===== config.mk =====
export PLATFORM = sky130hd
export DESIGN_NAME = lcd_cls_command_responder
export DESIGN_NICKNAME = d
export VERILOG_FILES = /design/src/rtl/lcd_cls_pkg.sv /design/src/rtl/lcd_cls_command_responder_esc_rom.sv /design/src/rtl/lcd_cls_command_responder.sv
export SDC_FILE = /design/constraint.sdc
export NUM_CORES = 1
export LEC_CHECK = 0
export ABC_CLOCK_PERIOD_IN_PS = 4800
export BUFFER_PORTS_ARGS = -buffer_cell sky130_fd_sc_hd__buf_2
export CAP_MARGIN = 10
export CORE_ASPECT_RATIO = 1.2
export CORE_MARGIN = 10
export CORE_UTILIZATION = 48
export DETAILED_ROUTE_END_ITERATION = 10
export GPL_TIMING_DRIVEN = 0
export PLACE_DENSITY_LB_ADDON = 0.08
export RECOVER_POWER = 25
export SLEW_MARGIN = 20
export SYNTH_ARGS = -nofsm -noshare
export SYNTH_HDL_FRONTEND = slang
export SYNTH_SLANG_ARGS = --single-unit

===== constraint.sdc =====
create_clock -name i_clk_20mhz -period 4.8 [get_ports i_clk_20mhz]
set_input_delay 0.72 -clock i_clk_20mhz [delete_from_list [all_inputs] [get_ports i_clk_20mhz]]
set_output_delay 0.72 -clock i_clk_20mhz [all_outputs]
set_load 0.02 [all_outputs]

===== src/rtl/lcd_cls_pkg.sv =====
`default_nettype none
// ============================================================================
// Module      : lcd_cls_pkg
// Description : Shared types and constants for the Pmod CLS command responder.
//               State and command enums, the ASCII escape sequences that
//               precede each command, and a helper that picks one character
//               out of a 16-character text line.
// Revision    : 1.0 - initial release
// ============================================================================
package lcd_cls_pkg;

  typedef enum logic [2:0] {
    ST_IDLE  = 3'd0,
    ST_ESC   = 3'd1,
    ST_TEXT  = 3'd2,
    ST_GUARD = 3'd3,
    ST_DONE  = 3'd4
  } t_cls_resp_state;

  typedef enum logic [1:0] {
    CMD_CLEAR = 2'd0,
    CMD_LINE1 = 2'd1,
    CMD_LINE2 = 2'd2
  } t_cls_cmd;

  // Number of text characters written after a cursor-position sequence.
  localparam int c_text_len = 16;

  // Escape sequences, padded to 8 entries so a 3-bit index never leaves
  // the array.
  // clear display : ESC [ j
  localparam logic [7:0] c_esc_clear [0:7] = '{
    8'h1B, 8'h5B, 8'h6A, 8'h00, 8'h00, 8'h00, 8'h00, 8'h00
  };
  // cursor to row 0, column 0 : ESC [ 0 ; 0 H
  localparam logic [7:0] c_esc_line1 [0:7] = '{
    8'h1B, 8'h5B, 8'h30, 8'h3B, 8'h30, 8'h48, 8'h00, 8'h00
  };
  // cursor to row 1, column 0 : ESC [ 1 ; 0 H
  localparam logic [7:0] c_esc_line2 [0:7] = '{
    8'h1B, 8'h5B, 8'h31, 8'h3B, 8'h30, 8'h48, 8'h00, 8'h00
  };

  // Escape length per command, indexed by t_cls_cmd (entry 3 is unused).
  localparam logic [2:0] c_esc_len [0:3] = '{3'd3, 3'd6, 3'd6, 3'd3};

  // Character idx of a line; character 0 occupies bits [127:120].
  function automatic logic [7:0] get_text_char(input logic [127:0] line,
                                               input logic [3:0]   idx);
    return line[8*(15 - int'(idx)) +: 8];
  endfunction

endpackage : lcd_cls_pkg
`default_nettype wire


===== src/rtl/lcd_cls_command_responder_esc_rom.sv =====
`default_nettype none
// ============================================================================
// Module      : lcd_cls_command_responder_esc_rom
// Description : Combinational escape-sequence ROM, command + index -> byte.
// Ports       : i_cmd  - command whose sequence is being read
//               i_idx  - byte position within the sequence (0..7)
//               o_byte - escape byte at that position
// Revision    : 1.0 - initial release
// ============================================================================
module lcd_cls_command_responder_esc_rom
  import lcd_cls_pkg::*;
(
  input  t_cls_cmd   i_cmd,
  input  logic [2:0] i_idx,
  output logic [7:0] o_byte
);

  always_comb begin
    o_byte = 8'h00;
    case (i_cmd)
      CMD_CLEAR: o_byte = c_esc_clear[i_idx];
      CMD_LINE1: o_byte = c_esc_line1[i_idx];
      CMD_LINE2: o_byte = c_esc_line2[i_idx];
      default:   o_byte = 8'h00;
    endcase
  end

endmodule : lcd_cls_command_responder_esc_rom
`default_nettype wire


===== src/rtl/lcd_cls_command_responder.sv =====
`default_nettype none
// ============================================================================
// Module      : lcd_cls_command_responder
// Description : Responder end of the LCD command strobe interface. Accepts
//               clear / write-line-1 / write-line-2 level requests, serialises
//               each into Pmod CLS escape + text bytes on a valid/ready byte
//               stream, then holds busy for a guard interval before
//               re-asserting command-ready.
// Ports       : i_clk_20mhz        - system clock
//               i_rst_20mhz        - asynchronous active-high reset
//               i_wr_clear_display - request: clear display (highest prio)
//               i_wr_text_line1    - request: write line 1
//               i_wr_text_line2    - request: write line 2 (lowest prio)
//               i_dat_ascii_line1  - 16 chars, char 0 in [127:120]
//               i_dat_ascii_line2  - 16 chars, char 0 in [127:120]
//               o_command_ready    - high only while idle
//               o_tx_data          - byte to SPI transmitter
//               o_tx_valid         - byte valid
//               i_tx_ready         - transmitter accepts when valid && ready
//               o_cmd_done         - one-cycle pulse at end of guard interval
// Revision    : 1.0 - initial release
// ============================================================================
module lcd_cls_command_responder
  import lcd_cls_pkg::*;
#(
  parameter int PARM_GUARD_CYCLES    = 20000,
  parameter bit PARM_FAST_SIMULATION = 1'b0
)
(
  input  logic         i_clk_20mhz,
  input  logic         i_rst_20mhz,
  input  logic         i_wr_clear_display,
  input  logic         i_wr_text_line1,
  input  logic         i_wr_text_line2,
  input  logic [127:0] i_dat_ascii_line1,
  input  logic [127:0] i_dat_ascii_line2,
  output logic         o_command_ready,
  output logic [7:0]   o_tx_data,
  output logic         o_tx_valid,
  input  logic         i_tx_ready,
  output logic         o_cmd_done
);

  localparam int          c_guard      = PARM_FAST_SIMULATION ? 200 : PARM_GUARD_CYCLES;
  localparam logic [15:0] c_guard_last = 16'(c_guard - 1);
  localparam logic [3:0]  c_text_last  = 4'(c_text_len - 1);

  t_cls_resp_state r_state;
  t_cls_cmd        r_cmd;
  logic [127:0]    r_line;
  logic [2:0]      r_esc_idx;
  logic [3:0]      r_txt_idx;
  logic [15:0]     r_guard_cnt;

  t_cls_cmd        w_req_cmd;
  logic            w_any_req;
  logic [127:0]    w_req_line;
  t_cls_cmd        w_rom_cmd;
  logic [2:0]      w_rom_idx;
  logic [7:0]      w_rom_byte;
  logic [3:0]      w_char_idx;
  logic [7:0]      w_char;
  logic            w_handshake;
  logic            w_esc_last;
  logic            w_text_last;

  // Request priority: clear > line1 > line2.
  always_comb begin
    w_any_req  = i_wr_clear_display | i_wr_text_line1 | i_wr_text_line2;
    w_req_cmd  = CMD_LINE2;
    w_req_line = i_dat_ascii_line2;
    if (i_wr_clear_display) begin
      w_req_cmd  = CMD_CLEAR;
      w_req_line = i_dat_ascii_line1;
    end else if (i_wr_text_line1) begin
      w_req_cmd  = CMD_LINE1;
      w_req_line = i_dat_ascii_line1;
    end
  end

  // The ROM always looks one byte ahead: while idle it presents byte 0 of the
  // command about to be accepted, otherwise the byte after the current one.
  always_comb begin
    w_rom_cmd = r_cmd;
    w_rom_idx = r_esc_idx + 3'd1;
    if (r_state == ST_IDLE) begin
      w_rom_cmd = w_req_cmd;
      w_rom_idx = 3'd0;
    end
  end

  lcd_cls_command_responder_esc_rom u_esc_rom (
    .i_cmd  (w_rom_cmd),
    .i_idx  (w_rom_idx),
    .o_byte (w_rom_byte)
  );

  // Next text character: char 0 when leaving the escape phase, else idx+1.
  always_comb begin
    w_char_idx = (r_state == ST_TEXT) ? (r_txt_idx + 4'd1) : 4'd0;
    w_char     = get_text_char(r_line, w_char_idx);
  end

  assign w_handshake = o_tx_valid & i_tx_ready;
  assign w_esc_last  = (r_esc_idx == (c_esc_len[r_cmd] - 3'd1));
  assign w_text_last = (r_txt_idx == c_text_last);

  always_ff @(posedge i_clk_20mhz or posedge i_rst_20mhz) begin
    if (i_rst_20mhz) begin
      r_state         <= ST_IDLE;
      r_cmd           <= CMD_CLEAR;
      r_line          <= '0;
      r_esc_idx       <= 3'd0;
      r_txt_idx       <= 4'd0;
      r_guard_cnt     <= 16'd0;
      o_command_ready <= 1'b1;
      o_tx_data       <= 8'h00;
      o_tx_valid      <= 1'b0;
      o_cmd_done      <= 1'b0;
    end else begin
      o_cmd_done <= 1'b0;
      case (r_state)
        ST_IDLE: begin
          if (w_any_req) begin
            r_cmd           <= w_req_cmd;
            r_line          <= w_req_line;
            r_esc_idx       <= 3'd0;
            o_tx_data       <= w_rom_byte;
            o_tx_valid      <= 1'b1;
            o_command_ready <= 1'b0;
            r_state         <= ST_ESC;
          end
        end

        ST_ESC: begin
          if (w_handshake) begin
            if (w_esc_last) begin
              if (r_cmd == CMD_CLEAR) begin
                o_tx_valid  <= 1'b0;
                r_guard_cnt <= 16'd0;
                r_state     <= ST_GUARD;
              end else begin
                r_txt_idx <= 4'd0;
                o_tx_data <= w_char;
                r_state   <= ST_TEXT;
              end
            end else begin
              r_esc_idx <= r_esc_idx + 3'd1;
              o_tx_data <= w_rom_byte;
            end
          end
        end

        ST_TEXT: begin
          if (w_handshake) begin
            if (w_text_last) begin
              o_tx_valid  <= 1'b0;
              r_guard_cnt <= 16'd0;
              r_state     <= ST_GUARD;
            end else begin
              r_txt_idx <= r_txt_idx + 4'd1;
              o_tx_data <= w_char;
            end
          end
        end

        ST_GUARD: begin
          if (r_guard_cnt == c_guard_last) begin
            o_cmd_done <= 1'b1;
            r_state    <= ST_DONE;
          end else begin
            r_guard_cnt <= r_guard_cnt + 16'd1;
          end
        end

        ST_DONE: begin
          o_command_ready <= 1'b1;
          r_state         <= ST_IDLE;
        end

        default: begin
          o_tx_valid      <= 1'b0;
          o_command_ready <= 1'b1;
          r_state         <= ST_IDLE;
        end
      endcase
    end
  end

endmodule : lcd_cls_command_responder
`default_nettype wire


# After elaboration in Yosys (flattened, before gate mapping)
# Memory sizes are Yosys's and may differ from the RTL's.
# Index checks and enable logic that the tools add are counted.
# classes
add_sub_neg	5
order_cmp	2
eq_ne	21
n_shift	1
mux	60
bitwise	7
reduce_logical	17
# ops
op	count
128-bit two-way mux	2
128-bit by 8-bit indexed part select with 8-bit output	1
16-bit two-way mux	6
8-bit two-way mux	12
16-bit case mux with 3 select lines	1
8-bit case mux with 3 select lines	2
3-bit two-way mux	12
4-bit two-way mux	6
2-bit inequality test, second input constant	11
6-bit AND reduction	3
16-bit by 1-bit adder with 16-bit output, second input constant	1
16-bit by 15-bit equality test with 1-bit output, second input constant	1
7-bit AND reduction	2
3-bit case mux with 4 select lines	1
1-bit two-way mux	10
4-bit case mux with 2 select lines	1
3-bit binary-select mux with 2-bit select	1
3-bit by 2-bit equality test with 1-bit output, second input constant	2
2-bit two-way mux	3
3-bit case mux with 2 select lines	1
3-bit nonzero test	2
4-bit by 4-bit subtractor with 5-bit output, first input constant	1
4-bit by 1-bit adder with 4-bit output, second input constant	1
4-bit equality test, second input constant	1
24 further kinds	29
# word_totals
register_bits	167
mem_bits_ro	192
inputBits	262
word_cells	126
n_memories	3
# memory_table
memory	words	word_bits	rd	rd_clocked_by_memory_dff	write_ports	line_no	text
(no name shown)	8	8	1	0	0	lcd_cls_command_responder_esc_rom.sv:21	CMD_CLEAR: o_byte = c_esc_clear[i_idx];
(no name shown)	8	8	1	0	0	lcd_cls_command_responder_esc_rom.sv:23	CMD_LINE2: o_byte = c_esc_line2[i_idx];
(no name shown)	8	8	1	0	0	lcd_cls_command_responder_esc_rom.sv:22	CMD_LINE1: o_byte = c_esc_line1[i_idx];

# Logic depth before layout (Yosys ltp)
# depth
ltp_word	10
ltp_mapped	12

# Hierarchy
# A second synthesis with hierarchy kept.
# hier_totals
hier_cells	1025
hier_area_um2	9527.9
# by_module_without_submodules
module	instances	cells_each	area_each_um2	seq_area_each_um2
lcd_cls_command_responder	1	992	9273.9	4180.3
lcd_cls_command_responder_esc_rom	1	33	254.0	0.0

# Worst setup path after synthesis
# Ideal clock, no wire load.
# synth_path
kind	register to register
start	reg r_state[0]
end	reg o_tx_data[1]
setup_ps	126
arrival_time_ps	2515
required_ps	4674
path_slack_ps	2159
path_stages_with_launch	11
n_path_buf	2
synth_period_minus_slack_ps	2641
path_cell_list	dfrtp_1 > buf_2 > nor3_1 > clkbuf_1 > or2_2 > ha_1 > mux2i_1 > o211ai_1 > o21ai_0 > a211o_1 > o32a_1
# synth_between
elab_chain_len	10
# synth_rtl
item	line_no	text
from (decl)	lcd_cls_command_responder.sv:48	t_cls_resp_state r_state;
from (signal assigned)	lcd_cls_command_responder.sv:110	r_state <= ST_IDLE;
from (signal assigned)	lcd_cls_command_responder.sv:131	r_state <= ST_ESC;
from (signal assigned)	lcd_cls_command_responder.sv:141	r_state <= ST_GUARD;
parallel branches: the longest is 10 deep, another holds 4-bit by 4-bit subtractor with 5-bit output	--	
to (signal assigned)	lcd_cls_command_responder.sv:128	o_tx_data <= w_rom_byte;
to (signal assigned)	lcd_cls_command_responder.sv:144	o_tx_data <= w_char;
to (signal assigned)	lcd_cls_command_responder.sv:149	o_tx_data <= w_rom_byte;
to (decl)	lcd_cls_command_responder.sv:38	output logic [7:0] o_tx_data,
# Several ways; the timed one is not identified. The select of a mux whose other input is x is not followed.
# A chain may end at the register's enable or synchronous reset.

# Worst setup path after layout
# Ends and elaborated chain as after synthesis.

==> results.tsv <==
stage	metric	value	unit
synthesis	top cell type's share of synthesized area	0.4417	
power_and_ir_drop	Worst VDD drop	237.3	uV
job	max-cap violations	0	
synthesis	most common cell in the netlist	nand2_1	
power_and_ir_drop	Sw Share	0.2373	
worst_setup_path	Data arrival, critical path	3.55	ns
global_route	Tot GR Track Use	0.2429	
clock_tree	Resized Gates After CTS	0	
finish	area growth from synthesis to layout	25.51	%
clock_tree	Worst-Skew Late Latency	0.43	ns
floorplan	Die Ht	173.3	um
synthesis	Primary FF master, synth	dfrtp_1	
power_and_ir_drop	total net switching power	0.0007441	W
synthesis	Synth warnings	0	
sta	RSZ-0062 raised after global routing	no	
global_route	first-pass GRT wire length	49600	um
worst_setup_path	Setup CP Type	flop to flop	
synthesis	Syn Area/Cell	9.451	um^2
sta	Final Critical Period	3.244	ns
placed_design	dpl hpwl	24590	um
route	Wirelength per Cell	20.01	um
global_route	grt total ovfl	0	
power_and_ir_drop	clock share of power	0.469	
route	initial detailed-routing violation count	617	
clock_tree	CTS max path bufs	2	
synthesis	Seq/Total Area, Yosys	0.4445	
power_and_ir_drop	Flop pwr share	0.449	
route	DR DRC count	0	
route	overall routed net length	31340	um
clock_tree	Num CTS Buffers	17	
sta	Final period util	0.6758	
min_path	Hold WC Path Type	flop to flop	
sta	slew margin rel.	0.01312	
synthesis	Synth async-reset ratio	1.000	
power_and_ir_drop	Logic pwr share	0.083	
placed_design	GPL Wtd Cong	0.9121	
synthesis	Post-synth EDFFs	0	
power_and_ir_drop	Pint	0.002391	W
clock_tree	Post-CTS Setup Inserts	0	
clock_tree	hold_buf cts	0	
route	via/cell ratio	5.568	
route	Routed Antenna Nets	0	
power_and_ir_drop	Power, Total	0.003135	W
route	DR vias	8720	
clock_tree	CTS tree	done	
worst_setup_path	CP Capture Type	flop	
synthesis	Cells after Synth	995	
sta	final setup fails	0	
finish	Fillers	1747	
synthesis	synthesized flop and latch total	167	
sta	Slew Viols, Final	0	
floorplan	starting density of the core	0.4845	
synthesis	ranking of synthesized cells by area	dfrtp_1 44%, mux2i_1 16%, o21ai_0 8.3%	
floorplan	num rows	56	
worst_setup_path	CP peak stage delay	0.62	ns
floorplan	number of primary I/O pins	273	
finish	layout cell share with drive strength beyond 1	0.2722	
worst_setup_path	crit path max fanout	10	
global_route	vias in the first global route	9215	
worst_setup_path	Slowest-stage cell, CP	nor3_1	
global_route	antenna violations before repair	1	
worst_setup_path	required time of the worst setup path	5.11	ns
sta	Post-Route Setup TNS	0	ns
clock_tree	clk slew on worst S/H paths	0.07	ns
floorplan	die area	0.02561	mm^2
worst_setup_path	CP cell instances	buf_2, nor3_1, clkbuf_1, or2_2, ha_1, mux2i_1, o211ai_1, o21ai_0, a211o_1, o32a_1	
clock_tree	CTS H-tree depth	4	
route	drt first pass iters	6	
worst_setup_path	startpoint types	flop	
sta	Peak Freq	308.3	MHz
power_and_ir_drop	power density cells	265.6	mW/mm^2
clock_tree	CTS root buffer	clkbuf_16	
clock_tree	clock tree sinks	167	
floorplan	Die X	147.8	um
synthesis	synth cell count leaders	188 x nand2_1, 166 x dfrtp_1, 156 x o21ai_0, 147 x mux2i_1, 46 x clkbuf_1	
outcome	status	complete, no violations	
power_and_ir_drop	LEAKAGE	6.023	nW
synthesis	cell taking the most area after synthesis	dfrtp_1	
placed_design	I/O Buffers	272	
synthesis	Synth cell types	71	
floorplan	core footprint	0.01941	mm^2
global_route	pin count of the biggest net entering global routing	35	
sta	hold_ws	0.4754	ns
sta	Tightest Pin Transition	1.480	ns
synthesis	mapped cell area	0.009404	mm^2
sta	Worst Skew	0.009266	ns
synthesis	Mapped Nets	1266	
finish	Nets	1562	
sta	Fin. Hold Viols	0	
critical path, delay by kind of cell, from the launching register on:
kind / cells / cell delay (ns)
muxes: 1 / 0.09
adders and majority gates: 1 / 0.23
buffers and inverters: 2 / 0.62
AOI/OAI and AO/OA: 4 / 0.96
and+or+nand+nor: 2 / 0.86
DFF: 1 / 0.36
cells by family (layout without fill, tap and decap cells):
family,after synthesis,after routing,synth area share
fa+ha+maj,9,9,0.01197
other cells,0,1,0
flops,167,167,0.4445
compound gates,254,254,0.1599
xor+xnor,20,20,0.01863
buf+inv,84,393,0.03792
simple gates,301,301,0.1458
mux,160,160,0.1812
path summary, 6_finish.rpt:
| kind | from | to | slack [ns] | depth (start not counted) |
|---|---|---|---|---|
| hold / removal | r_line[81] | r_line[81] | 0.48 | 2 |
| hold reg to reg | r_line[81] | r_line[81] | 0.48 | 2 |
| setup / recovery | r_state[0] | o_tx_data[1] | 1.56 | 10 |
| setup reg to reg | r_state[0] | o_tx_data[1] | 1.56 | 10 |
| max in group asynchronous | i_rst_20mhz | r_line[19] | 2.01 | 6 |
| min in group asynchronous | i_rst_20mhz | r_guard_cnt[13] | 0.49 | 2 |
routing by layer:
layer	share of wire	track usage
met1	0.42	0.3116
met2	0.50	0.4035
met3	0.071	0.05537
met4	0.016	0.06245
met5	0	0
power groups by stage:
stage               combinational [W]  sequential (W)  clock [W]
detailed placement           0.000265         0.00143          0
global placement             0.000252         0.00143          0
finish                       0.000260         0.00141    0.00147
floorplan                    0.000109         0.00143          0
CTS                          0.000266         0.00141    0.00148
global route                 0.000287         0.00141    0.00154
state kept, by name, summed over array words and instances, names as in the netlist:
signal,flops
r_line,128
r_state,3
r_guard_cnt,16
o_tx_valid,1
o_tx_data,8
r_txt_idx,4
r_cmd,2
o_command_ready,1
r_esc_idx,3
o_cmd_done,1
metrics by stage:
stage | instance area, um^2 | worst slack, ns | cells | utilization
floorplan | 9408 | 1.954 | 995 | -
global placement | 11100 | 0.8438 | 1528 | 0.5717
detailed placement | 11200 | 1.451 | 1533 | 0.5768
CTS | 11820 | 1.573 | 1565 | 0.6089
global route | 11800 | 1.346 | 1565 | 0.6080
finish | 11800 | 1.556 | 1566 | 0.6081
cell type report:
| cell class | count | area (um^2) | area share |
|---|---|---|---|
| buffer | 73 | 315.3 | 0.02671 |
| clock buffer | 18 | 439.2 | 0.03721 |
| tap | 261 | 326.6 | 0.02767 |
| inverter | 11 | 42.54 | 0.003604 |
| antenna | 1 | 2.502 | 0.0002120 |
| multi-input combinational | 744 | 4867 | 0.4124 |
| timing repair buffer | 277 | 1445 | 0.1224 |
| clock inverter | 14 | 183.9 | 0.01558 |
| sequential | 167 | 4180 | 0.3542 |
layout by cell type (no fill, tap or decap), types with 4 or more instances in the layout:
| master | netlist | final |
|---|---|---|
| nand4_1 | 7 | 7 |
| xnor2_1 | 15 | 15 |
| nor4_1 | 9 | 9 |
| a221oi_1 | 14 | 14 |
| o211ai_1 | 8 | 8 |
| ha_1 | 9 | 9 |
| xor2_1 | 5 | 5 |
| mux2_2 | 6 | 6 |
| nand2_1 | 188 | 188 |
| nor3_1 | 10 | 10 |
| dfrtp_1 | 166 | 166 |
| buf_2 | 21 | 293 |
| inv_1 | 11 | 10 |
| a21oi_1 | 22 | 22 |
| mux4_2 | 5 | 5 |
| a31oi_1 | 8 | 8 |
| nand2b_1 | 4 | 4 |
| clkbuf_1 | 46 | 47 |
| mux2i_1 | 147 | 147 |
| nand3_1 | 15 | 15 |
| nor2b_1 | 5 | 5 |
| nor2_1 | 34 | 34 |
| clkbuf_16 | 0 | 17 |
| a211oi_1 | 5 | 5 |
| inv_6 | 0 | 6 |
| o21ai_0 | 156 | 156 |
| buf_12 | 0 | 4 |
Power figures use the tool's default switching activity.
